<file path="src/rtl/fft_sample_loader_if.sv">
// Sample-stream, RAM write and FFT control bundle for fft_sample_loader.
// master = loader side, slave = ADC/RAM/FFT environment side.
interface fft_sample_loader_if #(
    parameter int DATA_W = 16,
    parameter int BANKS  = 4,
    parameter int ADDR_W = 9
);
    logic                    iARM;
    logic [DATA_W-1:0]       iDATA;
    logic                    iVALID;
    logic                    oREADY;
    logic [DATA_W-1:0]       oDATA;
    logic [BANKS*ADDR_W-1:0] oADDR_WR;
    logic [BANKS-1:0]        oWE;
    logic                    oSTART;
    logic                    iFFT_RDY;
    logic                    oBUSY;
    logic                    oDONE;
    logic [15:0]             oDROP_CNT;

    modport master (
        input  iARM, iDATA, iVALID, iFFT_RDY,
        output oREADY, oDATA, oADDR_WR, oWE,
        output oSTART, oBUSY, oDONE, oDROP_CNT
    );

    modport slave (
        output iARM, iDATA, iVALID, iFFT_RDY,
        input  oREADY, oDATA, oADDR_WR, oWE,
        input  oSTART, oBUSY, oDONE, oDROP_CNT
    );
endinterface

</file>
<file path="src/rtl/fft_sample_loader.sv">
// Fills BANKS x DEPTH FFT input RAM from a valid-qualified ADC stream,
// launches the FFT and waits for its ready edge before re-arming.
module fft_sample_loader #(
    parameter int DATA_W     = 16,
    parameter int BANKS      = 4,
    parameter int DEPTH      = 512,
    parameter int ADDR_W     = $clog2(DEPTH),
    parameter int INTERLEAVE = 0
) (
    input  logic                 iCLK,
    input  logic                 iRESET,
    fft_sample_loader_if.master  bus
);
    localparam int BANK_W = (BANKS > 1) ? $clog2(BANKS) : 1;
    localparam logic [BANK_W-1:0] LAST_BANK = BANK_W'(BANKS - 1);
    localparam logic [ADDR_W-1:0] LAST_ADDR = ADDR_W'(DEPTH - 1);

    typedef enum logic [2:0] {
        S_IDLE,
        S_FILL,
        S_LAUNCH,
        S_WAIT,
        S_DONE
    } state_t;

    state_t                  r_state;
    state_t                  w_next;

    logic [BANK_W-1:0]       r_cnt_bank;
    logic [ADDR_W-1:0]       r_cnt_addr;
    logic [BANK_W-1:0]       w_bank_nxt;
    logic [ADDR_W-1:0]       w_addr_nxt;

    logic                    r_ready;
    logic [DATA_W-1:0]       r_data;
    logic [BANKS*ADDR_W-1:0] r_addr;
    logic [BANKS-1:0]        r_we;
    logic                    r_start;
    logic                    r_busy;
    logic                    r_done;
    logic [15:0]             r_drop;
    logic                    r_armed;
    logic                    r_rdy_hist;

    logic                    w_accept;
    logic                    w_last;
    logic                    w_arm;
    logic                    w_rdy_rise;
    logic                    w_drop_evt;
    logic [BANKS-1:0]        w_sel;

    assign w_accept   = bus.iVALID & r_ready;
    assign w_last     = (r_cnt_bank == LAST_BANK) &&
                        (r_cnt_addr == LAST_ADDR);
    assign w_arm      = (r_state == S_IDLE) & bus.iARM;
    assign w_rdy_rise = bus.iFFT_RDY & ~r_rdy_hist;

    // Drops are only meaningful once a frame has ever been requested
    assign w_drop_evt = bus.iVALID & ~r_ready & r_armed;

    always_comb begin
        w_next = r_state;
        unique case (r_state)
            S_IDLE:   if (bus.iARM) w_next = S_FILL;
            S_FILL:   if (w_accept && w_last) w_next = S_LAUNCH;
            S_LAUNCH: w_next = S_WAIT;
            S_WAIT:   if (w_rdy_rise) w_next = S_DONE;
            S_DONE:   w_next = S_IDLE;
            default:  w_next = S_IDLE;
        endcase
    end

    always_comb begin
        w_bank_nxt = r_cnt_bank;
        w_addr_nxt = r_cnt_addr;
        if (INTERLEAVE != 0) begin
            if (r_cnt_bank == LAST_BANK) begin
                w_bank_nxt = '0;
                w_addr_nxt = r_cnt_addr + 1'b1;
            end else begin
                w_bank_nxt = r_cnt_bank + 1'b1;
            end
        end else begin
            if (r_cnt_addr == LAST_ADDR) begin
                w_addr_nxt = '0;
                w_bank_nxt = r_cnt_bank + 1'b1;
            end else begin
                w_addr_nxt = r_cnt_addr + 1'b1;
            end
        end
    end

    always_comb begin
        w_sel = '0;
        for (int b = 0; b < BANKS; b++) begin
            w_sel[b] = (r_cnt_bank == BANK_W'(b));
        end
    end

    always_ff @(posedge iCLK or negedge iRESET) begin
        if (!iRESET) begin
            r_state    <= S_IDLE;
            r_ready    <= 1'b0;
            r_busy     <= 1'b0;
            r_done     <= 1'b0;
            r_start    <= 1'b0;
            r_rdy_hist <= 1'b1;
        end else begin
            r_state    <= w_next;
            r_ready    <= (w_next == S_FILL);
            r_busy     <= (w_next != S_IDLE);
            r_done     <= (w_next == S_DONE);
            r_start    <= (r_state == S_LAUNCH);
            r_rdy_hist <= bus.iFFT_RDY;
        end
    end

    // Sample counter, held as bank/address pair to avoid a divider
    always_ff @(posedge iCLK or negedge iRESET) begin
        if (!iRESET) begin
            r_cnt_bank <= '0;
            r_cnt_addr <= '0;
            r_armed    <= 1'b0;
        end else if (w_arm) begin
            r_cnt_bank <= '0;
            r_cnt_addr <= '0;
            r_armed    <= 1'b1;
        end else if (w_accept) begin
            r_cnt_bank <= w_bank_nxt;
            r_cnt_addr <= w_addr_nxt;
        end
    end

    always_ff @(posedge iCLK or negedge iRESET) begin
        if (!iRESET) begin
            r_data <= '0;
            r_addr <= '0;
            r_we   <= '0;
        end else begin
            r_we <= '0;
            if (w_accept) begin
                r_data <= bus.iDATA;
                r_we   <= w_sel;
                for (int b = 0; b < BANKS; b++) begin
                    if (w_sel[b]) begin
                        r_addr[b*ADDR_W +: ADDR_W] <= r_cnt_addr;
                    end
                end
            end
        end
    end

    always_ff @(posedge iCLK or negedge iRESET) begin
        if (!iRESET) begin
            r_drop <= '0;
        end else if (w_arm) begin
            r_drop <= '0;
        end else if (w_drop_evt && (r_drop != 16'hFFFF)) begin
            r_drop <= r_drop + 16'd1;
        end
    end

    assign bus.oREADY    = r_ready;
    assign bus.oDATA     = r_data;
    assign bus.oADDR_WR  = r_addr;
    assign bus.oWE       = r_we;
    assign bus.oSTART    = r_start;
    assign bus.oBUSY     = r_busy;
    assign bus.oDONE     = r_done;
    assign bus.oDROP_CNT = r_drop;
endmodule
</file>
<file path="src/flat_wrapper.sv">
// flat-port wrapper written by rule: the top's interface ports become plain ports
module fft_sample_loader_flat 
#(
    parameter int DATA_W     = 16,
    parameter int BANKS      = 4,
    parameter int DEPTH      = 512,
    parameter int ADDR_W     = $clog2(DEPTH),
    parameter int INTERLEAVE = 0
)
  (iCLK, iRESET, bus_iARM, bus_iDATA, bus_iVALID, bus_iFFT_RDY, bus_oREADY, bus_oDATA, bus_oADDR_WR, bus_oWE, bus_oSTART, bus_oBUSY, bus_oDONE, bus_oDROP_CNT);
  fft_sample_loader_if #(.DATA_W(DATA_W), .BANKS(BANKS), .ADDR_W(ADDR_W)) bus_i ();
  input  logic iCLK;
  input  logic iRESET;
  input wire logic [$bits(bus_i.iARM)-1:0] bus_iARM;
  input wire logic [$bits(bus_i.iDATA)-1:0] bus_iDATA;
  input wire logic [$bits(bus_i.iVALID)-1:0] bus_iVALID;
  input wire logic [$bits(bus_i.iFFT_RDY)-1:0] bus_iFFT_RDY;
  output wire logic [$bits(bus_i.oREADY)-1:0] bus_oREADY;
  output wire logic [$bits(bus_i.oDATA)-1:0] bus_oDATA;
  output wire logic [$bits(bus_i.oADDR_WR)-1:0] bus_oADDR_WR;
  output wire logic [$bits(bus_i.oWE)-1:0] bus_oWE;
  output wire logic [$bits(bus_i.oSTART)-1:0] bus_oSTART;
  output wire logic [$bits(bus_i.oBUSY)-1:0] bus_oBUSY;
  output wire logic [$bits(bus_i.oDONE)-1:0] bus_oDONE;
  output wire logic [$bits(bus_i.oDROP_CNT)-1:0] bus_oDROP_CNT;
  assign bus_i.iARM = bus_iARM;
  assign bus_i.iDATA = bus_iDATA;
  assign bus_i.iVALID = bus_iVALID;
  assign bus_i.iFFT_RDY = bus_iFFT_RDY;
  assign bus_oREADY = bus_i.oREADY;
  assign bus_oDATA = bus_i.oDATA;
  assign bus_oADDR_WR = bus_i.oADDR_WR;
  assign bus_oWE = bus_i.oWE;
  assign bus_oSTART = bus_i.oSTART;
  assign bus_oBUSY = bus_i.oBUSY;
  assign bus_oDONE = bus_i.oDONE;
  assign bus_oDROP_CNT = bus_i.oDROP_CNT;
  fft_sample_loader #(.DATA_W(DATA_W), .BANKS(BANKS), .DEPTH(DEPTH), .ADDR_W(ADDR_W), .INTERLEAVE(INTERLEAVE)) u_core (.iCLK(iCLK), .iRESET(iRESET), .bus(bus_i));
endmodule
</file>
<file path="config.mk">
export PLATFORM = sky130hd
export DESIGN_NAME = fft_sample_loader_flat
export DESIGN_NICKNAME = d
export VERILOG_FILES = /design/src/rtl/fft_sample_loader_if.sv /design/src/rtl/fft_sample_loader.sv /design/src/flat_wrapper.sv
export SDC_FILE = /design/constraint.sdc
export NUM_CORES = 1
export LEC_CHECK = 0
export CELL_PAD_IN_SITES_DETAIL_PLACEMENT = 1
export CELL_PAD_IN_SITES_GLOBAL_PLACEMENT = 1
export CORE_MARGIN = 4
export CORE_UTILIZATION = 43
export CTS_BUF_LIST = sky130_fd_sc_hd__clkbuf_2 sky130_fd_sc_hd__clkbuf_4 sky130_fd_sc_hd__clkbuf_8
export DETAILED_ROUTE_END_ITERATION = 7
export PLACE_DENSITY = 0.95
export SLEW_MARGIN = 20
export SYNTH_ARGS = -nofsm -noshare
export SYNTH_HDL_FRONTEND = slang
export SYNTH_SLANG_ARGS = --single-unit
</file>
<file path="constraint.sdc">
create_clock -name iCLK -period 3.6 [get_ports iCLK]
set_input_delay 0.36 -clock iCLK [delete_from_list [all_inputs] [get_ports iCLK]]
set_output_delay 0.36 -clock iCLK [all_outputs]
set_load 0.005 [all_outputs]
</file>
==> impl_metrics.csv <==
group,metric,value,unit
run_status,status,"complete, no violations",
critical_path,cp-end-kind,"flop",
critical_path,cp-startpoint,"u_core.r_cnt_addr[0]$_DFFE_PN0P_",
sta,finalSetupViolations,0,
floorplanning,start_util,0.449,
cts,ctsRootBufferMaster,"clkbuf_8",
floorplanning,die_w,104,um
floorplanning,rows,34,
cts,cts_made_buffers,9,
critical_path,r2r_cells,8,
critical_path,critPathBufInv,0,
routing,vias,3151,
cts,path_clk_slew,100,ps
critical_path,cp.depth,8,
floorplanning,num_io_pins,97,
finish,area_growth,32.3,%
power_and_ir_drop,pwr-share-clk,0.312,
sta,fin_crit,2880,ps
critical_path,path_class,"reg2reg",
cts,cts_max_path_buffers,2,
critical_path,arrival,3160,ps
sta,fin_skew,11.2,ps
power_and_ir_drop,power_switching,0.000646,W
routing,first_pass_iters,4,
routing,wl_per_cell,18.8,um
routing,antenna_left,0,
cts,cts_resized,0,
power_and_ir_drop,p_per_area,452,mW/mm^2
synth,ys_top_cells_by_count,"dfrtp_1, nand2_1, mux2_2",
synth,synthArstFlopShare,1.00,
synth,synthesis.area,0.00398,mm^2
global_routing,grt_usage,0.203,
global_routing,grt-ovfl-total,0,
power_and_ir_drop,peakVddDrop,0.258,mV
sta,final_hold_viol_count,0,
critical_path,timing.rr.end,"u_core.r_cnt_addr[2]$_DFFE_PN0P_",
cts,cts_sinks,92,
synth,synthFlopType,"dfrtp_1",
finish,fin_cells,565,
synth,yosys_register_bits,92,
synth,ys_types,43,
critical_path,cp-endpoint,"u_core.r_cnt_addr[2]$_DFFE_PN0P_",
synth,synth_area_leaders,"dfrtp_1, mux2_2, nand2_1",
sta,slew_headroom,0.369,
run,drv_cap,0,
sta,tns,0,ps
finish,num_antenna_cells,0,
global_routing,grt_max_degree,76,
synth,syn_inst,356,
global_routing,antenna_found_initial,0,
routing,drt_drc_violations_left,0,
placement,port_buffers,96,
synth,synth_most_common_cell,"dfrtp_1",
global_routing,grt_pass1_vias,3491,
synth,syn_nets,384,
synth,synth_top_area_cell,"dfrtp_1",
critical_path,rrSetupSlack,720,ps
sta,fin_crit_sh,0.800,
cts,htree_levels,3,
finish,multi_input_area,0.00159,mm^2
critical_path,crit_slowest_cell,"or3b_2",
critical_path,max_stage_delay,550,ps
floorplanning,core_area,0.00885,mm^2
synth,synth_edf_count,0,
synth,yosysWarnings,0,
hold_path,holdCritPathClass,"in2async",
global_routing,grt_pass1_wl,17800,um
power_and_ir_drop,seq_power_share,0.521,
routing,drt_wl_total,10600,um
finish,layout-drive-gt1-share,0.142,
sta,clock.fmax,0.347,GHz
floorplanning,die_area,0.0108,mm^2
placement,place_inst,549,
power_and_ir_drop,pwr-share-comb,0.167,
power_and_ir_drop,switching_share,0.272,
placement,dp_hpwl,7640,um
synth,synth_top_area_share,0.573,
critical_path,cpLargestDelayFamily,"simple AND/OR/NAND/NOR gates",
critical_path,critPathLaunchType,"flop",
sta,drv_slew,0,
routing,initialDrtViolationCount,194,
power_and_ir_drop,p_leak,2.42,nW
power_and_ir_drop,finalPower,0.00238,W
floorplanning,die_h,104,um
critical_path,cp_max_fo,13,
synth,seq_area_frac_synth,0.579,
finish,fin_util,0.594,
critical_path,crit-reg2reg-launch,"u_core.r_cnt_addr[0]$_DFFE_PN0P_",
cts,cts_tree,"yes",
critical_path,cp.required,3880,ps
sta,rsz0062_at_grt,"false",
placement,gp_congestion,0.800,
routing,routed_via_density,5.58,
finish,num-fill-cells,952,
power_and_ir_drop,p_int,0.00173,W
critical_path,path_cells,"ha_1 > and3_1 > and3_1 > and3_1 > ha_1 > nand3b_1 > or3b_2 > a21oi_1",
finish,regArea,0.00230,mm^2
sta,worst_pin_slew,946,ps
synth,syn_avg_cell_area,11.2,um^2
cts,clk_latency,360,ps
finish,nets,480,
cts,cts_hold_buffers,0,
critical_path,cp_common_cell,"and3_1",
cts,post_cts_buffers,0,
-- placed cells by master (no fill, tap or decap), drive strengths merged, types with 7 or more instances in the layout --
master and instances:
mux2 36, clkbuf 11, dfrtp 91, a21oi 19, or4 8, clkdlybuf4s50 95, o21ai 12, ha 7
nor2 16, inv 11, nand3 8, nand2 70
-- worst min path at each step --
stage	slack, ps	cells after the start	from	end
after CTS	160	1	iRESET	u_core.bus.oWE[2]$_DFF_PN0_
final	120	1	iRESET	u_core.bus.oWE[2]$_DFF_PN0_
after global routing	190	1	iRESET	u_core.bus.oWE[2]$_DFF_PN0_
after global placement	460	2	u_core.bus.oDATA[4]$_DFFE_PN0P_	u_core.bus.oDATA[4]$_DFFE_PN0P_
after floorplan	60	0	iRESET	u_core.bus.oADDR_WR[0]$_DFFE_PN0P_
after detailed placement	470	2	u_core.bus.oDATA[8]$_DFFE_PN0P_	u_core.bus.oDATA[8]$_DFFE_PN0P_
-- power groups by stage --
stage | clock [W] | combinational [W] | sequential (W)
floorplan | 0 | 0.000158 | 0.00122
global placement | 0 | 0.000382 | 0.00124
detailed placement | 0 | 0.000401 | 0.00126
CTS | 0.000760 | 0.000405 | 0.00124
global route | 0.000815 | 0.000437 | 0.00125
finish | 0.000742 | 0.000396 | 0.00124
-- cells by family (layout without fill, tap and decap cells) --
kind of cell,count (synthesis),in the layout,share of synthesized area
adder cells (fa/ha/maj),7,7,0.0220
AO/OA/AOI/OAI,48,48,0.0730
flip-flops,92,92,0.579
multiplexers,40,40,0.112
buffers and inverters,22,123,0.0220
AND/OR/NAND/NOR,146,146,0.189
XOR/XNOR,1,1,0.00220
-- through the flow --
stage	hold slack [ps]	setup WS (ps)	area (um^2)
floorplan	64.4	1270	3980
global placement	457	989	5040
detailed placement	467	808	5040
CTS	162	779	5260
global route	188	591	5260
finish	123	722	5260
-- cell type report --
type                            instances  area share
Multi-Input combinational cell        242       0.303
Clock buffer                           11      0.0288
Inverter                                8     0.00571
Tap cell                              108      0.0257
Sequential cell                        92       0.438
Clock inverter                          5      0.0121
Timing Repair Buffer                   99       0.187
-- worst register-to-register path, cell delays in order (launching register included) --
cell and delay [ps]:
dfrtp_1 490, ha_1 270, and3_1 220, and3_1 210
and3_1 190, ha_1 330, nand3b_1 390, or3b_2 550
a21oi_1 170
-- routing by layer --
metal / wire length, um / track usage / up-vias
li1: - / - / 1444
met1: 4460 / 0.249 / 1588
met2: 5250 / 0.340 / 105
met3: 743 / 0.0670 / 14
met4: 168 / 0.0655 / 0
met5: 0 / 0 / -
-- sequential cells by signal (all words and copies together) (netlist names), 2 cells and up --
register,flops
u_core.bus.oADDR_WR,36
u_core.bus.oDATA,16
u_core.bus.oDROP_CNT,16
u_core.r_cnt_addr,9
u_core.bus.oWE,4
u_core.r_state,3
u_core.r_cnt_bank,2
Power figures use the tool's default switching activity.
